`config.mk`:
```
export PLATFORM = sky130hd
export DESIGN_NAME = crc_frame_sender
export DESIGN_NICKNAME = d
export VERILOG_FILES = /design/src/rtl/crc_frame_pkg.sv /design/src/rtl/crc_bit_step.sv /design/src/rtl/crc_frame_sender.sv
export SDC_FILE = /design/constraint.sdc
export NUM_CORES = 1
export LEC_CHECK = 0
export CAP_MARGIN = 5
export CORE_UTILIZATION = 45
export CTS_CLUSTER_SIZE = 10
export DETAILED_ROUTE_END_ITERATION = 12
export PLACE_DENSITY = 0.67
export SETUP_SLACK_MARGIN = 0.3
export SLEW_MARGIN = 20
export SYNTH_ARGS = -nofsm -noshare
export SYNTH_HDL_FRONTEND = slang
export SYNTH_SLANG_ARGS = --single-unit
```
`constraint.sdc`:
```
create_clock -name clk -period 2.45 [get_ports clk]
set_input_delay 0.735 -clock clk [delete_from_list [all_inputs] [get_ports clk]]
set_output_delay 0.735 -clock clk [all_outputs]
set_load 0.01 [all_outputs]
```
`src/rtl/crc_frame_pkg.sv`:
```
// Shared definitions for the single-wire CRC frame: state names, line levels,
// default field widths and the frame-length helper used by sender and receiver.
package crc_frame_pkg;

  typedef enum logic [2:0] {IDLE, SOF, INIT, POLY, LEN, DATA} frame_state_t;

  localparam logic START_BIT  = 1'b1;
  localparam logic IDLE_LEVEL = 1'b0;

  localparam int BYTE_WIDTH    = 8;
  localparam int DEF_CRC_WIDTH = 8;
  localparam int DEF_LEN_WIDTH = 8;

  function automatic int frame_bits(input int crc_w, input int len_w, input int n_bytes);
    return 1 + 2 * crc_w + len_w + BYTE_WIDTH * n_bytes;
  endfunction

endpackage

```
`src/rtl/crc_bit_step.sv`:
```
// One-bit MSB-first CRC update, no reflection; the x^W term of poly is implicit.
module crc_bit_step #(
  parameter int CRC_WIDTH = 8
) (
  input  logic [CRC_WIDTH-1:0] crc,
  input  logic [CRC_WIDTH-1:0] poly,
  input  logic                 bit_in,
  output logic [CRC_WIDTH-1:0] crc_next
);

  logic feedback;

  assign feedback = crc[CRC_WIDTH-1] ^ bit_in;
  assign crc_next = {crc[CRC_WIDTH-2:0], 1'b0} ^ (feedback ? poly : '0);

endmodule

```
`src/rtl/crc_frame_sender.sv`:
```
// Serialises START | INIT | POLY | LEN | DATA MSB-first onto ser_out, one bit
// per clk, and computes the reference CRC over the payload bits it emits.
module crc_frame_sender
  import crc_frame_pkg::*;
#(
  parameter int CRC_WIDTH = DEF_CRC_WIDTH,
  parameter int LEN_WIDTH = DEF_LEN_WIDTH
) (
  input  logic                 clk,
  input  logic                 rst_n,
  input  logic                 start,
  input  logic [CRC_WIDTH-1:0] cfg_init,
  input  logic [CRC_WIDTH-1:0] cfg_poly,
  input  logic [LEN_WIDTH-1:0] cfg_len,
  input  logic [7:0]           data_byte,
  input  logic                 data_valid,
  output logic                 data_ready,
  output logic                 ser_out,
  output logic                 busy,
  output logic                 done,
  output logic                 underrun,
  output logic [CRC_WIDTH-1:0] crc_ref
);

  // Field shifter is as wide as the widest field; each field is loaded MSB-aligned.
  localparam int FW_A = (CRC_WIDTH > LEN_WIDTH) ? CRC_WIDTH : LEN_WIDTH;
  localparam int FW   = (FW_A > BYTE_WIDTH) ? FW_A : BYTE_WIDTH;
  localparam int CW   = $clog2(FW);

  frame_state_t         state_reg;
  logic [CRC_WIDTH-1:0] init_reg, poly_reg, crc_reg, crc_ref_reg;
  logic [LEN_WIDTH-1:0] len_reg, send_left_reg, recv_left_reg;
  logic [FW-1:0]        shift_reg;
  logic [CW-1:0]        bit_cnt_reg;
  logic [7:0]           hold_reg;
  logic                 hold_full_reg;
  logic                 ser_reg, busy_reg, done_reg, underrun_reg;

  logic [CRC_WIDTH-1:0] crc_step;
  logic [FW-1:0]        init_al, poly_al, len_al, hold_al;
  logic                 xfer, field_last, byte_boundary;

  crc_bit_step #(.CRC_WIDTH(CRC_WIDTH)) u_step (
    .crc      (crc_reg),
    .poly     (poly_reg),
    .bit_in   (ser_reg),
    .crc_next (crc_step)
  );

  assign init_al = FW'(init_reg) << (FW - CRC_WIDTH);
  assign poly_al = FW'(poly_reg) << (FW - CRC_WIDTH);
  assign len_al  = FW'(len_reg) << (FW - LEN_WIDTH);
  assign hold_al = FW'(hold_reg) << (FW - BYTE_WIDTH);

  assign data_ready    = busy_reg & ~hold_full_reg & (recv_left_reg != '0);
  assign xfer          = data_valid & data_ready;
  assign field_last    = (bit_cnt_reg == '0);
  // A byte boundary is the last LEN bit or last bit of a data byte with bytes still to send.
  assign byte_boundary = field_last &
                         (((state_reg == LEN) && (len_reg != '0)) ||
                          ((state_reg == DATA) && (send_left_reg != '0)));

  always_ff @(posedge clk) begin
    if (!rst_n) begin
      state_reg     <= IDLE;
      init_reg      <= '0;
      poly_reg      <= '0;
      crc_reg       <= '0;
      crc_ref_reg   <= '0;
      len_reg       <= '0;
      send_left_reg <= '0;
      recv_left_reg <= '0;
      shift_reg     <= '0;
      bit_cnt_reg   <= '0;
      hold_reg      <= '0;
      hold_full_reg <= 1'b0;
      ser_reg       <= IDLE_LEVEL;
      busy_reg      <= 1'b0;
      done_reg      <= 1'b0;
      underrun_reg  <= 1'b0;
    end else begin
      done_reg     <= 1'b0;
      underrun_reg <= 1'b0;

      if (xfer) begin
        hold_reg      <= data_byte;
        hold_full_reg <= 1'b1;
        recv_left_reg <= recv_left_reg - 1'b1;
      end else if (byte_boundary) begin
        hold_full_reg <= 1'b0;
      end

      if (state_reg == DATA) crc_reg <= crc_step;

      case (state_reg)
        IDLE: begin
          if (start) begin
            init_reg      <= cfg_init;
            poly_reg      <= cfg_poly;
            len_reg       <= cfg_len;
            crc_reg       <= cfg_init;
            send_left_reg <= cfg_len;
            recv_left_reg <= cfg_len;
            bit_cnt_reg   <= '0;
            ser_reg       <= START_BIT;
            busy_reg      <= 1'b1;
            state_reg     <= SOF;
          end
        end
        SOF, INIT, POLY, LEN, DATA: begin
          if (!field_last) begin
            ser_reg     <= shift_reg[FW-1];
            shift_reg   <= shift_reg << 1;
            bit_cnt_reg <= bit_cnt_reg - 1'b1;
          end else if (state_reg == SOF) begin
            ser_reg     <= init_al[FW-1];
            shift_reg   <= init_al << 1;
            bit_cnt_reg <= CW'(CRC_WIDTH - 1);
            state_reg   <= INIT;
          end else if (state_reg == INIT) begin
            ser_reg     <= poly_al[FW-1];
            shift_reg   <= poly_al << 1;
            bit_cnt_reg <= CW'(CRC_WIDTH - 1);
            state_reg   <= POLY;
          end else if (state_reg == POLY) begin
            ser_reg     <= len_al[FW-1];
            shift_reg   <= len_al << 1;
            bit_cnt_reg <= CW'(LEN_WIDTH - 1);
            state_reg   <= LEN;
          end else if (!byte_boundary) begin
            ser_reg     <= IDLE_LEVEL;
            busy_reg    <= 1'b0;
            done_reg    <= 1'b1;
            crc_ref_reg <= (state_reg == DATA) ? crc_step : crc_reg;
            state_reg   <= IDLE;
          end else if (hold_full_reg) begin
            ser_reg       <= hold_reg[7];
            shift_reg     <= hold_al << 1;
            bit_cnt_reg   <= CW'(BYTE_WIDTH - 1);
            send_left_reg <= send_left_reg - 1'b1;
            state_reg     <= DATA;
          end else begin
            // Abort; discard anything the source pushed on this same edge.
            ser_reg       <= IDLE_LEVEL;
            busy_reg      <= 1'b0;
            underrun_reg  <= 1'b1;
            hold_full_reg <= 1'b0;
            state_reg     <= IDLE;
          end
        end
        default: state_reg <= IDLE;
      endcase
    end
  end

  assign ser_out  = ser_reg;
  assign busy     = busy_reg;
  assign done     = done_reg;
  assign underrun = underrun_reg;
  assign crc_ref  = crc_ref_reg;

endmodule

```
**After elaboration in Yosys (flattened, before gate mapping)**

Cells that the tools add are included.

- Register bits after elaboration: 83
- Output and inout port bits: 13

- Reductions and logical operators: 20
- Equal/unequal tests: 17
- Bitwise gates (word level): 14
- Add/subtract/negate cells: 3
- Muxes and demuxes: 63

Operators with widths:

| operator | count |
|---|---|
| 2-to-1 mux 8 bit | 20 |
| 2-to-1 mux 3 bit | 14 |
| 2-to-1 mux 1 bit | 24 |
| nonzero test 8 bit | 3 |
| one-hot mux 8 bit (2 select lines) | 1 |
| subtractor 8 x 1 -> 8 bit (second input constant) | 2 |
| inequality test 2 bit (second input constant) | 7 |
| inequality test 6 bit (second input constant) | 2 |
| one-hot mux 3 bit (2 select lines) | 2 |
| inverter 1 bit | 8 |
| AND reduction 8 bit | 1 |
| bitwise XOR 8 bit | 1 |
| AND reduction 7 bit | 1 |
| OR reduction 7 bit | 1 |
| == test 3 x 2 -> 1 bit (second input constant) | 2 |
| == test 3 bit (second input constant) | 2 |
| zero test 3 bit | 2 |
| AND reduction 2 bit | 3 |
| AND reduction 6 bit | 1 |
| OR reduction 6 bit | 1 |
| inequality test 5 x 1 -> 1 bit (second input constant) | 1 |
| inequality test 5 x 2 -> 1 bit (second input constant) | 1 |
| OR reduction 5 bit | 1 |
| bitwise AND 1 bit | 4 |
| 10 further kinds | 12 |

**Longest topological paths before layout**

- Depth after elaboration: 13
- Depth in mapped cells: 10
- Depth with buffers taken out: 7

**Modules after synthesis**

A second synthesis with hierarchy kept.

- Cell total of the unflattened synthesis: 476
- Area, all modules: 3928.8 um^2

Modules (own cells, without submodules):

| module | times used | sequential area each (um^2) | area each (um^2) | cells each |
|---|---|---|---|---|
| crc_frame_sender | 1 | 1641.6 | 3817.4 | 460 |
| crc_bit_step | 1 | 0.0 | 111.4 | 16 |

**Least setup slack after synthesis**

Ideal clock, no wire load.

- Kind: register to register
- From: register send_left_reg[0]
- To: register send_left_reg[5]
- Arrival time: 1.898 ns
- Data required time: 2.334 ns
- Stages on the path, launching flop included: 9
- Path slack: 0.436 ns
- Path buffers: 1
- Period minus slack after synthesis: 2.014 ns
- Setup time: 0.116 ns
- Cell sequence: dfxtp_1 -> inv_1 -> ha_1 -> or4b_1 -> clkbuf_1 -> o2111ai_1 -> o21a_1 -> o21bai_1 -> and3b_1

- Longest elaborated chain between the ends: 8
- Elaborated cells on any way between the ends: 14
- Classes of those cells: add/sub: 1; eq/ne: 1; mux: 7; bitwise: 1; reduce/logical: 4

Ends and longest elaborated chain:

| what | RTL line | text |
|---|---|---|
| start, declared | crc_frame_sender.sv:32 | `logic [LEN_WIDTH-1:0] len_reg, send_left_reg, recv_left_reg;` |
| start signal, assigned | crc_frame_sender.sv:102 | `send_left_reg <= cfg_len;` |
| start signal, assigned | crc_frame_sender.sv:140 | `send_left_reg <= send_left_reg - 1'b1;` |
| subtractor 8 x 1 -> 8 bit | crc_frame_sender.sv:140 |  |
| 2-to-1 mux 8 bit | crc_frame_sender.sv:136 | `end else if (hold_full_reg) begin` |
| 2-to-1 mux 8 bit | crc_frame_sender.sv:130 | `end else if (!byte_boundary) begin` |
| 2-to-1 mux 8 bit | crc_frame_sender.sv:125 | `end else if (state_reg == POLY) begin` |
| 2-to-1 mux 8 bit | crc_frame_sender.sv:120 | `end else if (state_reg == INIT) begin` |
| 2-to-1 mux 8 bit | crc_frame_sender.sv:115 | `end else if (state_reg == SOF) begin` |
| 2-to-1 mux 8 bit | crc_frame_sender.sv:111 | `if (!field_last) begin` |
| one-hot mux 8 bit (2 select lines) | crc_frame_sender.sv:95 | `case (state_reg)` |

Several ways; a longest one is shown, not always the timed one. The select of a mux whose other input is x is not followed.
A chain may end at the register's enable or synchronous reset.

**Worst setup path in the final report**

- From: register recv_left_reg[1]
- To: output port data_ready

- Longest elaborated chain between the ends: 2

Ends and longest elaborated chain:

| what | RTL line | text |
|---|---|---|
| start, declared | crc_frame_sender.sv:32 |  |
| start signal, assigned | crc_frame_sender.sv:88 | `recv_left_reg <= recv_left_reg - 1'b1;` |
| start signal, assigned | crc_frame_sender.sv:103 | `recv_left_reg <= cfg_len;` |
| nonzero test 8 bit | crc_frame_sender.sv:55 | `assign data_ready = busy_reg & ~hold_full_reg & (recv_left_reg != '0);` |
| bitwise AND 1 bit | crc_frame_sender.sv:55 |  |
| end, declared | crc_frame_sender.sv:17 | `output logic data_ready,` |

No other way between the ends.

==> impl_results.md <==
- Outcome: finished clean
- Final Net Count: ~590
- Commonest non-fill, non-tap cell in the layout: nand2_1
- Synth Instances: about 510
- Clock root cell: clkbuf_8
- Crit. End Element: primary output
- Most frequent cells in the layout: nand2_1 (84), dfxtp_1 (79), a21oi_1 (61)
- Hold Path Sink: crc_ref[4]
- Clk_skew: 0.00762 ns
- Die area: around 0.0095 mm²
- Placed Area: between 0.004 and 0.005 mm²
- Comb pwr share: 43.8%
- Internal power: 3.35 mW
- RSZ-0062 raised after global routing: yes
- Reg2reg end: send_left_reg[5]
- Synth area leaders: dfxtp_1 (40%), nand2_1 (7.7%), a21oi_1 (7.4%)
- Final worst hold slack: approximately 0.46 ns
- Critical Path Start Type: flop
- Post-DP HPWL: 7.38 mm
- Initial DRC Count: 292
- Sequential share of power: 34.8%
- Die Height: a little under 100 µm
- Clk sink count: between 80 and 90
- RD Place Congestion: 0.882
- Largest net degree at the start of global routing: 50
- # IOs: 49
- Port Buffers: 48
- DR vias/cell: around 6
- Switching Fraction: 39.8%
- Max Cap Viol: 0
- Maximum vdd drop: around 0.57 mV
- Core Util, Final: 57.8%
- CTS Buf Count: 9
- P_leak: 1.76 nW
- Pre-Repair DR Iteration Count: 5
- Reg-to-reg slack, setup: 0.36 ns
- Worst min path class: reg -> reg
- Remaining DRCs: 0
- CP required: 1.71 ns
- Max Slew Vio Count: 0
- Critical path arrival: 1.39 ns
- # rows: 34
- Chip Width: 97.5 µm
- Ys async rst share: 0%
- Hold_buf cts: 0
- Switch Pwr: 2.22 mW
- Vias: approximately 3.9k
- Pwr Total: 5.57 mW
- Clk slew on worst S/H paths: roughly 0.090 ns
- Final WL: 10.7 mm
- Remaining antenna violation count: 0
- Fin worst setup slack: ~0.32 ns
- Crit Path Category: reg -> out
- Syn Area/Cell: roughly 8.1 µm²
- Area growth, synth to finish: 23.4%
- Final worst path period need: 2.13 ns
- Seq cells post-synth: 82
- Vias in the first global route: approximately 3.6k
- Layout cell share with drive strength beyond 1: a little over an eighth
- Hold path start: crc_ref[4]
- Pwr/cell area: approximately 1100 mW/mm²
- H-tree depth: 3
- Syn Nets: approximately 550
- Worst skew pair latency: 0.37 ns
- R2R depth: 6
- Antenna violations before repair: 0
- ANT cells: 0
- Starting Density: 46.8%
- Worst-case clock buffer depth: 2
- Yosys warning total: 0
- Fin. Hold Viols: 0
- Core Region: 0.00876 mm²
- Post-route clock period utilization: 86.8%
- Number of enable flip-flop cells after synthesis: 0
- Sequential area share after synthesis: between 40% and 50%
- CTS tree: done
- Fmax: 0.470 GHz
- Critical-path maximum fanout: 4
- Relative slew slack: 49.4%
- TNS Setup: 0 ns
- Global-route wire length before repair: 17.7 mm
- Top-area cell type share of the netlist area: 40.0%
- GRT Util Overall: 23.2%
- Yosys cell types: 55
- Final std cells w/o fill: 662
- Placed Cells: 642
- Area leader, netlist: dfxtp_1
- Hold path cells: 2
- Post-synth top flop: dfxtp_1
- Post-synthesis cell area: 0.00410 mm²
- Total grt overflow: 0
- Final setup fails: 0
- Design area: 0.00506 mm²
- Worst-Margin Slew: about 0.75 ns
- Proportion of power drawn by the clock network: 21.4%
- Worst r2r src: len_al[2]
- Pre-CTS WS: 0.0965 ns
- Per-cell routed wire length: between 15 and 20 µm
-- metal layers --
metal  share of wire (%)  routed length (µm)  track usage [%]
met5                   0                   0                0
met4                 1.9                 206             8.03
met3                 6.2                 662             5.18
met2                  46                4940             36.3
met1                  46                4930             31.4
-- logic make-up (layout without fill, tap and decap cells) --
kind of cell	after synthesis	count (layout)	synth area share, %
flip-flops	82	82	40.0
multiplexers	23	23	5.82
AO/OA/AOI/OAI	167	167	25.2
XOR/XNOR	7	7	1.49
adder cells (fa/ha/maj)	4	4	1.22
AND/OR/NAND/NOR	171	171	19.7
buffers and inverters	51	100	6.56
-- how the worst max path moves through the flow --
stage	startpoint	end	slack, ns	cells past startpoint
CTS	recv_left_reg[0]	data_ready	0.23	6
global placement	recv_left_reg[0]	data_ready	0.19	6
floorplan	send_left_reg[0]	send_left_reg[5]	0.44	8
finish	recv_left_reg[1]	data_ready	0.32	6
detailed placement	data_valid	recv_left_reg[7]	0.1	6
global route	recv_left_reg[1]	data_ready	0.27	6
-- worst max-delay path, stage by stage, from the launching register on --
cell and delay [ns]:
dfxtp_2 0.36, inv_2 0.05, ha_4 0.17, nand3_4 0.07
nor3_2 0.04, nor3b_1 0.18, buf_2 0.16
-- cells in the mapped netlist, types with 4 or more instances --
library cell / instances
a211oi_1: 6
a21oi_1: 61
a22oi_1: 6
buf_2: 6
clkbuf_1: 19
dfxtp_1: 82
ha_1: 4
inv_1: 15
mux2_2: 7
mux2i_1: 16
nand2_1: 84
nand3_1: 13
nor2_1: 26
nor2b_1: 4
nor3_1: 13
o2111ai_1: 13
o211ai_1: 12
o21ai_0: 42
o22ai_1: 4
or3_1: 7
xor2_1: 5
-- area by class of cell --
| cell class | instances | area [µm²] |
|---|---|---|
| clock inverter | 7 | 118 |
| tap | 108 | 135 |
| sequential | 82 | 1650 |
| multi-input combinational | 372 | 2280 |
| inverter | 15 | 56.3 |
| timing repair buffer | 69 | 699 |
| fill | 804 | 3700 |
| clock buffer | 9 | 124 |
-- power groups by stage --
stage | clock network (mW) | registers (mW) | logic, mW
after floorplan | 0 | 1.86 | 1.63
after global placement | 0 | 1.92 | 2.14
after detailed placement | 0 | 1.93 | 2.19
after CTS | 1.21 | 1.91 | 2.22
after global routing | 1.27 | 1.98 | 2.69
final | 1.19 | 1.94 | 2.44
-- timing repair --
item                                    4_1_cts  5_1_grt
resized for setup                            13       20
pin swaps                                     1        5
endpoints found under the hold margin         0        0
cloned                                        0        1
buffers inserted                              0        3
endpoints found under the setup margin       19       20
Note: power is estimated with default switching activity, not from simulation.
